### src/rtl/diff_core_pkg.sv
// rtl/diff_core_pkg.sv - shared widths, iteration counts and FSM state type for the sequential divider
package diff_core_pkg;

    localparam int LANE_W = 8;
    localparam int SUB_W  = 4;
    localparam int DVD_W  = 2 * LANE_W;
    localparam int CNT_W  = 4;

    localparam logic [CNT_W-1:0] ITER_FULL = 4'd8;
    localparam logic [CNT_W-1:0] ITER_DUAL = 4'd4;

    typedef enum logic [1:0] {
        S_IDLE = 2'b00,
        S_BUSY = 2'b01,
        S_DONE = 2'b10
    } div_state_e;

endpackage

### src/rtl/div_step.sv
// rtl/div_step.sv - one combinational restoring divide step for a W-bit lane
module div_step #(
    parameter int W = 8
) (
    input  logic [W-1:0] rem_i,
    input  logic         bit_i,
    input  logic [W-1:0] div_i,
    output logic [W-1:0] rem_o,
    output logic         q_o
);

    logic [W:0]   part;
    logic [W-1:0] diff;

    // The shifted partial remainder needs W+1 bits; when the subtract is taken
    // the true difference is below div_i, so the low W bits of a modular W-bit
    // subtract are exact.
    assign part  = {rem_i, bit_i};
    assign q_o   = (part >= {1'b0, div_i});
    assign diff  = part[W-1:0] - div_i;
    assign rem_o = q_o ? diff : part[W-1:0];

endmodule

### src/rtl/divider_seq.sv
// rtl/divider_seq.sv - sequential restoring divider: 16/8 or dual-lane 8/4, one step per cycle
module divider_seq
    import diff_core_pkg::*;
(
    input  logic                clk,
    input  logic                rst_n,
    input  logic                mode,
    input  logic                in_valid,
    output logic                in_ready,
    input  logic [DVD_W-1:0]    dividend,
    input  logic [LANE_W-1:0]   divisor,
    output logic                out_valid,
    input  logic                out_ready,
    output logic [LANE_W-1:0]   quot,
    output logic [LANE_W-1:0]   rem,
    output logic [1:0]          ovf
);

    div_state_e          state_q, state_d;
    logic [CNT_W-1:0]    cnt_q, cnt_d;
    logic                mode_q, mode_d;
    logic [LANE_W-1:0]   dsr_q, dsr_d;
    logic [LANE_W-1:0]   dvd_q, dvd_d;
    logic [LANE_W-1:0]   rem_q, rem_d;
    logic [1:0]          ovf_q, ovf_d;

    logic [LANE_W-1:0]   step_r8;
    logic                step_q8;
    logic [SUB_W-1:0]    step_rh, step_rl;
    logic                step_qh, step_ql;

    logic                acc_ovf_full, acc_ovf_hi, acc_ovf_lo;

    // dvd_q holds the not-yet-consumed dividend bits; quotient bits enter at
    // the bottom of each lane, so after the last step it holds the quotient.
    div_step #(.W(LANE_W)) u_step_full (
        .rem_i (rem_q),
        .bit_i (dvd_q[LANE_W-1]),
        .div_i (dsr_q),
        .rem_o (step_r8),
        .q_o   (step_q8)
    );

    div_step #(.W(SUB_W)) u_step_hi (
        .rem_i (rem_q[LANE_W-1:SUB_W]),
        .bit_i (dvd_q[LANE_W-1]),
        .div_i (dsr_q[LANE_W-1:SUB_W]),
        .rem_o (step_rh),
        .q_o   (step_qh)
    );

    div_step #(.W(SUB_W)) u_step_lo (
        .rem_i (rem_q[SUB_W-1:0]),
        .bit_i (dvd_q[SUB_W-1]),
        .div_i (dsr_q[SUB_W-1:0]),
        .rem_o (step_rl),
        .q_o   (step_ql)
    );

    // A quotient only fits when the upper half of the dividend is below the divisor.
    assign acc_ovf_full = (divisor == '0)
                       || (dividend[DVD_W-1:LANE_W] >= divisor);
    assign acc_ovf_hi   = (divisor[LANE_W-1:SUB_W] == '0)
                       || (dividend[DVD_W-1:DVD_W-SUB_W] >= divisor[LANE_W-1:SUB_W]);
    assign acc_ovf_lo   = (divisor[SUB_W-1:0] == '0)
                       || (dividend[LANE_W-1:SUB_W] >= divisor[SUB_W-1:0]);

    always_comb begin
        state_d = state_q;
        cnt_d   = cnt_q;
        mode_d  = mode_q;
        dsr_d   = dsr_q;
        dvd_d   = dvd_q;
        rem_d   = rem_q;
        ovf_d   = ovf_q;

        case (state_q)
            S_IDLE: begin
                if (in_valid) begin
                    state_d = S_BUSY;
                    mode_d  = mode;
                    dsr_d   = divisor;
                    if (!mode) begin
                        cnt_d = ITER_FULL;
                        ovf_d = {1'b0, acc_ovf_full};
                        rem_d = acc_ovf_full ? '0 : dividend[DVD_W-1:LANE_W];
                        dvd_d = acc_ovf_full ? '1 : dividend[LANE_W-1:0];
                    end else begin
                        cnt_d = ITER_DUAL;
                        ovf_d = {acc_ovf_hi, acc_ovf_lo};
                        rem_d = {acc_ovf_hi ? {SUB_W{1'b0}} : dividend[DVD_W-1:DVD_W-SUB_W],
                                 acc_ovf_lo ? {SUB_W{1'b0}} : dividend[LANE_W-1:SUB_W]};
                        dvd_d = {acc_ovf_hi ? {SUB_W{1'b1}} : dividend[DVD_W-SUB_W-1:LANE_W],
                                 acc_ovf_lo ? {SUB_W{1'b1}} : dividend[SUB_W-1:0]};
                    end
                end
            end

            S_BUSY: begin
                cnt_d = cnt_q - 1'b1;
                if (cnt_q == CNT_W'(1)) begin
                    state_d = S_DONE;
                end
                // Overflowed lanes keep their preloaded all-ones quotient and zero remainder.
                if (!mode_q) begin
                    if (!ovf_q[0]) begin
                        rem_d = step_r8;
                        dvd_d = {dvd_q[LANE_W-2:0], step_q8};
                    end
                end else begin
                    if (!ovf_q[1]) begin
                        rem_d[LANE_W-1:SUB_W] = step_rh;
                        dvd_d[LANE_W-1:SUB_W] = {dvd_q[LANE_W-2:SUB_W], step_qh};
                    end
                    if (!ovf_q[0]) begin
                        rem_d[SUB_W-1:0] = step_rl;
                        dvd_d[SUB_W-1:0] = {dvd_q[SUB_W-2:0], step_ql};
                    end
                end
            end

            S_DONE: begin
                if (out_ready) begin
                    state_d = S_IDLE;
                end
            end

            default: begin
                state_d = S_IDLE;
            end
        endcase
    end

    always_ff @(posedge clk or negedge rst_n) begin
        if (!rst_n) begin
            state_q <= S_IDLE;
            cnt_q   <= '0;
            mode_q  <= 1'b0;
            dsr_q   <= '0;
            dvd_q   <= '0;
            rem_q   <= '0;
            ovf_q   <= '0;
        end else begin
            state_q <= state_d;
            cnt_q   <= cnt_d;
            mode_q  <= mode_d;
            dsr_q   <= dsr_d;
            dvd_q   <= dvd_d;
            rem_q   <= rem_d;
            ovf_q   <= ovf_d;
        end
    end

    assign in_ready  = (state_q == S_IDLE);
    assign out_valid = (state_q == S_DONE);
    assign quot      = dvd_q;
    assign rem       = rem_q;
    assign ovf       = ovf_q;

endmodule

### config.mk
export PLATFORM = sky130hd
export DESIGN_NAME = divider_seq
export DESIGN_NICKNAME = d
export VERILOG_FILES = /design/src/rtl/diff_core_pkg.sv /design/src/rtl/div_step.sv /design/src/rtl/divider_seq.sv
export SDC_FILE = /design/constraint.sdc
export NUM_CORES = 1
export LEC_CHECK = 0
export CORE_MARGIN = 1
export CORE_UTILIZATION = 54
export DETAILED_ROUTE_END_ITERATION = 8
export GPL_TIMING_DRIVEN = 0
export HOLD_SLACK_MARGIN = 0.15
export PLACE_DENSITY = 0.81
export SYNTH_ARGS = -nofsm -noshare
export SYNTH_HDL_FRONTEND = slang
export SYNTH_SLANG_ARGS = --single-unit
### constraint.sdc
create_clock -name clk -period 3 [get_ports clk]
set_input_delay 0.6 -clock clk [delete_from_list [all_inputs] [get_ports clk]]
set_output_delay 0.6 -clock clk [all_outputs]
set_load 0.05 [all_outputs]
=== After elaboration in Yosys (flattened, before gate mapping) ===
Index checks and enable logic that the tools add are counted.

* Input bits: 29
* Word-level logic and storage cells: 72
* Register bits after elaboration: 33
* Output and inout port bits: 20

* Reductions and logical operators: 13
* Add/sub/neg operators: 4
* Eq/ne operators: 9
* Mux-type cells: 31
* $lt $le $gt $ge: 6

{| class="wikitable"
|+ Operators with widths
! operator !! number
|-
| 8-bit two-way mux || 11
|-
| 4-bit two-way mux || 12
|-
| 8-bit one-hot mux with 2 select lines || 2
|-
| 5-bit by 4-bit greater-or-equal comparator with 1-bit output || 2
|-
| 9-bit by 8-bit greater-or-equal comparator with 1-bit output || 1
|-
| 4-bit greater-or-equal comparator || 2
|-
| 8-bit greater-or-equal comparator || 1
|-
| 4-bit logical NOT || 2
|-
| 8-bit logical NOT || 1
|-
| 2-bit two-way mux || 4
|-
| 4-bit one-hot mux with 2 select lines || 1
|-
| 4-bit subtractor || 2
|-
| 8-bit subtractor || 1
|-
| 2-bit inequality test (second input constant) || 3
|-
| 3-bit inequality test (second input constant) || 2
|-
| 2-bit one-hot mux with 3 select lines || 1
|-
| 3-bit AND reduction || 2
|-
| 4-bit by 1-bit == test with 1-bit output (second input constant) || 1
|-
| 2-bit AND reduction || 2
|-
| 4-bit AND reduction || 1
|-
| 4-bit by 1-bit subtractor with 4-bit output (second input constant) || 1
|-
| 1-bit logical OR || 3
|-
| 2-bit by 1-bit == test with 1-bit output (second input constant) || 1
|-
| 2-bit == test (second input constant) || 1
|-
| other kinds (3) || 3
|}

=== Depth between registers and ports, before layout ===
* Depth after elaboration: 6
* Mapped depth: 9
* Depth with buffers taken out: 9

=== Cells and area by module ===
From an unflattened synthesis, not the netlist that was laid out.

* Cells, all modules: 357
* Area, all modules: 3069.2 sq um

{| class="wikitable"
|+ By module, submodules not included
! module !! area an instance (sq um) !! cells an instance !! sequential area each (sq um) !! times used
|-
| divider_seq || 2100.8 || 232 || 825.8 || 1
|-
| div_step (u_step_full) || 520.5 || 69 || 0.0 || 1
|-
| div_step (u_step_hi ...) || 224.0 || 28 || 0.0 || 2
|}

=== Worst setup path after synthesis ===
OpenSTA, ideal clock, no wires.

* Path type: register to register
* Start: register rem_q[5], in the netlist rem[5]
* End: register rem_q[3], in the netlist rem[3]
* Required time: 2.874 ns
* Setup slack: 0.518 ns
* Library setup time: 0.126 ns
* Stages on the path, launching flop included: 9
* Arrival time: 2.356 ns
* Path buffers: 1
* Clock period less this slack: 2.482 ns
* Cell sequence: dfrtp_1 > ha_1 > buf_2 > a21o_1 > a21oi_1 > o211ai_2 > nand2_1 > o21ai_0 > a311o_1

* Word-level cells in the longest chain between the ends: 5

{| class="wikitable"
|+ Ends and longest elaborated chain
! item !! RTL line !! source
|-
| start, declared || divider_seq.sv:24 || <nowiki>logic [LANE_W-1:0] rem_q, rem_d;</nowiki>
|-
| start signal, assigned || divider_seq.sv:149 || <nowiki>rem_q <= rem_d;</nowiki>
|-
| 9-bit by 8-bit greater-or-equal comparator with 1-bit output || div_step.sv:19 || <nowiki>assign q_o = (part >= {1'b0, div_i});</nowiki>
|-
| 8-bit two-way mux || div_step.sv:21 || <nowiki>assign rem_o = q_o ? diff : part[W-1:0];</nowiki>
|-
| 8-bit two-way mux || divider_seq.sv:106 || <nowiki>if (!ovf_q[0]) begin</nowiki>
|-
| 8-bit two-way mux || divider_seq.sv:105 || <nowiki>if (!mode_q) begin</nowiki>
|-
| 8-bit one-hot mux with 2 select lines || divider_seq.sv:77 || <nowiki>case (state_q)</nowiki>
|}

No other way between the ends. The select of a mux whose other input is x is not followed.
A chain may end at the register's enable or synchronous reset.

=== Worst setup path in the final report ===
* Start: input port divisor[7]
* End: register rem_q[0], in the netlist rem[0]

* Word-level cells in the longest chain between the ends: 6
* Elaborated cells between the ends (all ways): 7
* Classes of those cells: 1 x order compare; 4 x mux; 2 x reduce/logical

{| class="wikitable"
|+ Ends and longest elaborated chain
! item !! RTL line !! source
|-
| start, declared || divider_seq.sv:11 || <nowiki>input logic [LANE_W-1:0] divisor,</nowiki>
|-
| 8-bit greater-or-equal comparator / 8-bit logical NOT (equally long branches) || divider_seq.sv:62, divider_seq.sv:61 ||
|-
| 1-bit logical OR * || divider_seq.sv:62 || <nowiki>|| (dividend[DVD_W-1:LANE_W] >= divisor);</nowiki>
|-
| 8-bit two-way mux * || divider_seq.sv:86 || <nowiki>rem_d = acc_ovf_full ? '0 : dividend[DVD_W-1:LANE_W];</nowiki>
|-
| 8-bit two-way mux * || divider_seq.sv:83 || <nowiki>if (!mode) begin</nowiki>
|-
| 8-bit two-way mux * || divider_seq.sv:79 || <nowiki>if (in_valid) begin</nowiki>
|-
| 8-bit one-hot mux with 2 select lines * || divider_seq.sv:77 ||
|}

Every way passes the cells marked *; elsewhere a longest branch is shown, timed or not. The select of a mux whose other input is x is not followed.

==> flow_summary_export.csv <==
group,metric,value,unit
setup_path,crit_family,"compound AO/OA/AOI/OAI gates",
power,internal_power,2170,uW
routing,drc,0,
routing,dr_wl_met2,3480,microns
place,dpl-instance-area,3430,sq um
floorplanning,rows,26,
global_route,antenna_found_initial,0,
yosys,synth_edf_count,0,
routing,drtIter0Drc,210,
yosys,synth_area_per_cell,8.47,sq um
routing,drt_wl_total,7470,microns
sta,fin_crit,2.84,ns
yosys,netlist_top_cells_area,"dfrtp_1 (29%), ha_1 (11%), a21oi_1 (5.1%)",
power,power.share.clock,6.9,%
routing,vias,2803,
setup_path,crit_path_max_incr_delay,0.48,ns
sta,fin_skew,0.00640,ns
routing,dr_wl_met3,457,microns
routing,routed.top_layer,"met4",
power,powerDensity,1330,nW/um^2
yosys,synth_largest_area_cell,"dfrtp_1",
yosys,syn-cell-area,2870,sq um
yosys,synthMuxAreaShare,1.44,%
place,dp_hpwl,5990,microns
floorplanning,die_x,74.9,microns
finish,final_layout_size_suffix_gt1_share,6.85,%
sta,whs,0.369,ns
yosys,async_reset_ff_share,100,%
sta,finalHoldViolCount,0,
setup_path,worst-setup-path-type,"in -> reg",
sta,slew_viol_final,0,
sta,relSlewSlack,51.1,%
clock_tree,numCtsBuffers,5,
clock_tree,cts.clk_slew.worst_paths,0.07,ns
routing,antenna_left,0,
clock_tree,clock_sinks,33,
place,numPortBuffers,47,
floorplanning,core_region_area,5110,sq um
floorplanning,die_area,5620,sq um
floorplanning,initial_core_util,56.2,%
floorplanning,ios,49,
yosys,synthFlopType,"dfrtp_1",
power,switching_share,53.3,%
yosys,synth_compound_area_share,32.0,%
yosys,synth_top_area_share,28.7,%
power,peakVddDrop,0.629,mV
global_route,grt_use_total,29.6,%
clock_tree,cts_setup_buffers,0,
floorplanning,die_h,74.9,microns
clock_tree,hold_buffers,0,
routing,firstDrtPassIters,4,
place,pre_cts_ws,-0.0848,ns
clock_tree,clock_latency,0.29,ns
setup_path,worst-path-buf-inv,2,
global_route,overflow,0,
setup_path,cpMaxStageDelayCell,"clkdlybuf4s50_1",
setup_path,worstSetupStartpointType,"input port",
yosys,synth_simple_gate_area_share,16.3,%
sta,period_share,94.6,%
power,pwr-share-seq,19.4,%
clock_tree,cts_tree,"yes",
routing,wire_per_inst,16.1,microns
global_route,grt_start_max_net_pins,34,
power,leakagePower,0.00152,uW
routing,drt-vias-per-instance,6.04,
worst_hold_path,holdCritPathClass,"in -> async",
yosys,syn_nets,396,
sta,rsz0062_at_grt,"no",
power,p_comb_share,73.7,%
finish,finish.net_count,450,
finish,antenna_cells,0,
sta,setup-tns-final,0,ns
yosys,synth_fa_ha_area_share,13.0,%
sta,fin_ws,0.163,ns
clock_tree,h-tree-depth,2,
sta,fmax,0.353,GHz
status,status,"completed",
place,gp_congestion,0.979,
yosys,synth_xor_area_share,1.83,%
setup_path,critical_path_arrival,3.01,ns
finish,fin_area,3510,sq um
yosys,synth_top_family_by_area,"compound AO/OA/AOI/OAI gates",
setup_path,crit_fanout,5,
yosys,yosysSeqAreaShare,28.7,%
finish,areaGrowthSynthToFinish,22.1,%
setup_path,crit_path_end_kind,"flip-flop",
yosys,synth_cell_types,63,
clock_tree,cts_resized,0,
clock_tree,cts_buffer_depth,2,
sta,setup_violations,0,
yosys,synthCells,339,
run,drv_cap,0,
setup_path,path_cells,"clkdlybuf4s50_1 > inv_1 > ha_1 > nand2_1 > nor3_1 > a211oi_2 > a311oi_2 > o2111ai_1 > o211a_1",
global_route,grt_pass1_vias,2670,
setup_path,required,3.18,ns
yosys,synth_seq_cells,33,
sta,worst-slew-pin-transition,0.733,ns
power,power.switching,2480,uW
global_route,grt_pass1_wl,12500,microns
clock_tree,cts_root_buffer,"clkbuf_8",
finish,nFillCells,429,
routing,wl_met1,3330,microns
yosys,yosys_warnings,0,
==> worst reg2reg max path: stages (launching register included) <==
cell and delay, ns:
dfrtp_1 0.43, ha_1 0.30, buf_2 0.17, a21o_1 0.22, a21oi_1 0.33, o211ai_2 0.14, nand2_1 0.27, o21ai_0 0.15
a311o_1 0.36
==> layout by cell type (no fill, tap or decap), drive strengths merged, types with 4 or more instances in the layout <==
cell type,instances
o21a,4
buf,7
dfrtp,33
a211oi,10
o221ai,4
nor2,25
nand2b,8
inv,32
ha,25
clkdlybuf4s50,46
clkbuf,15
o211ai,6
nand2,25
a22oi,6
nand3,4
nor2b,7
a21o,5
o21ai,32
nor3,8
a21oi,29
==> per-stage QoR <==
stage               power, uW  cells  util [%]
finish                   4650    464      68.7
global route             5020    464      68.7
CTS                      4620    464      68.7
detailed placement       4270    456      67.1
global placement         4200    456      67.2
floorplan                3400    339         -
==> synth_stat cells (2+ instances only) <==
library cell  instances
a211o_1               2
a211oi_1              7
a211oi_2              3
a21o_1                5
a21oi_1              29
a221o_1               2
a22o_1                2
a22oi_1               6
a311o_1               2
a31oi_1               3
a32oi_1               2
buf_2                 2
buf_4                 2
clkbuf_1              9
dfrtp_1              33
fa_1                  3
ha_1                 25
inv_1                32
mux2i_1               3
nand2_1              25
nand2b_1              8
nand3_1               4
nand4_1               2
nor2_1               24
nor2b_1               7
nor3_1                8
nor3b_1               2
nor4_1                3
o2111ai_1             2
o211a_1               2
o211ai_1              5
o21a_1                4
o21ai_0              23
o21ai_1               9
o21bai_1              2
o221ai_1              3
o31a_1                2
o31ai_1               2
or4_4                 2
xnor2_1               3
xor2_1                3
==> worst paths after layout <==
check                      startpoint  cells after the start  slack (ns)       end
min                             rst_n                      1        0.37   quot[2]
min in group clk             dsr_q[6]                      2        0.50  dsr_q[6]
max in group asynchronous       rst_n                      1        2.16    rem[6]
min reg2reg                  dsr_q[6]                      2        0.50  dsr_q[6]
max                        divisor[7]                      9        0.16    rem[0]
max reg2reg                    rem[5]                      8        0.51    rem[3]
==> per-layer routing <==
layer | global-route usage (%) | up-vias
met5 | 0 | -
met4 | 11.5 | 0
met3 | 4.15 | 19
met2 | 48.1 | 98
met1 | 40.2 | 1323
li1 | - | 1363
==> logic make-up after synthesis <==
family                     after synthesis
AOI/OAI and AO/OA                      128
xor gates and xnor gates                 6
adders and majority gates               28
buffers and inverters                   47
DFF                                     33
muxes                                    4
and+or+nand+nor                         93
==> power by group through the flow <==
stage | registers (uW) | logic [uW] | clock network [uW]
after floorplan | 1190 | 2210 | 0
after global placement | 893 | 3300 | 0
after detailed placement | 903 | 3370 | 0
after CTS | 896 | 3390 | 328
after global routing | 929 | 3750 | 346
final | 903 | 3420 | 322
==> flip-flops by register name, summed over array words and instances (netlist names) <==
name / count
dsr_q: 8
quot: 8
rem: 8
cnt_q: 4
ovf: 2
state_q: 2
mode_q: 1
==> layout make-up <==
cell class / instances / area (sq um) / share of cell area, %
multi-input cells: 259 / 1850 / 52.8
clock buffers: 6 / 72.6 / 2.07
flip-flops and latches: 33 / 826 / 23.5
plain buffers: 15 / 73.8 / 2.10
clock inverters: 2 / 10.0 / 0.285
well taps: 70 / 87.6 / 2.50
inverters: 32 / 120 / 3.42
repair buffers: 47 / 465 / 13.3
Note: power is estimated with default switching activity, not from simulation.
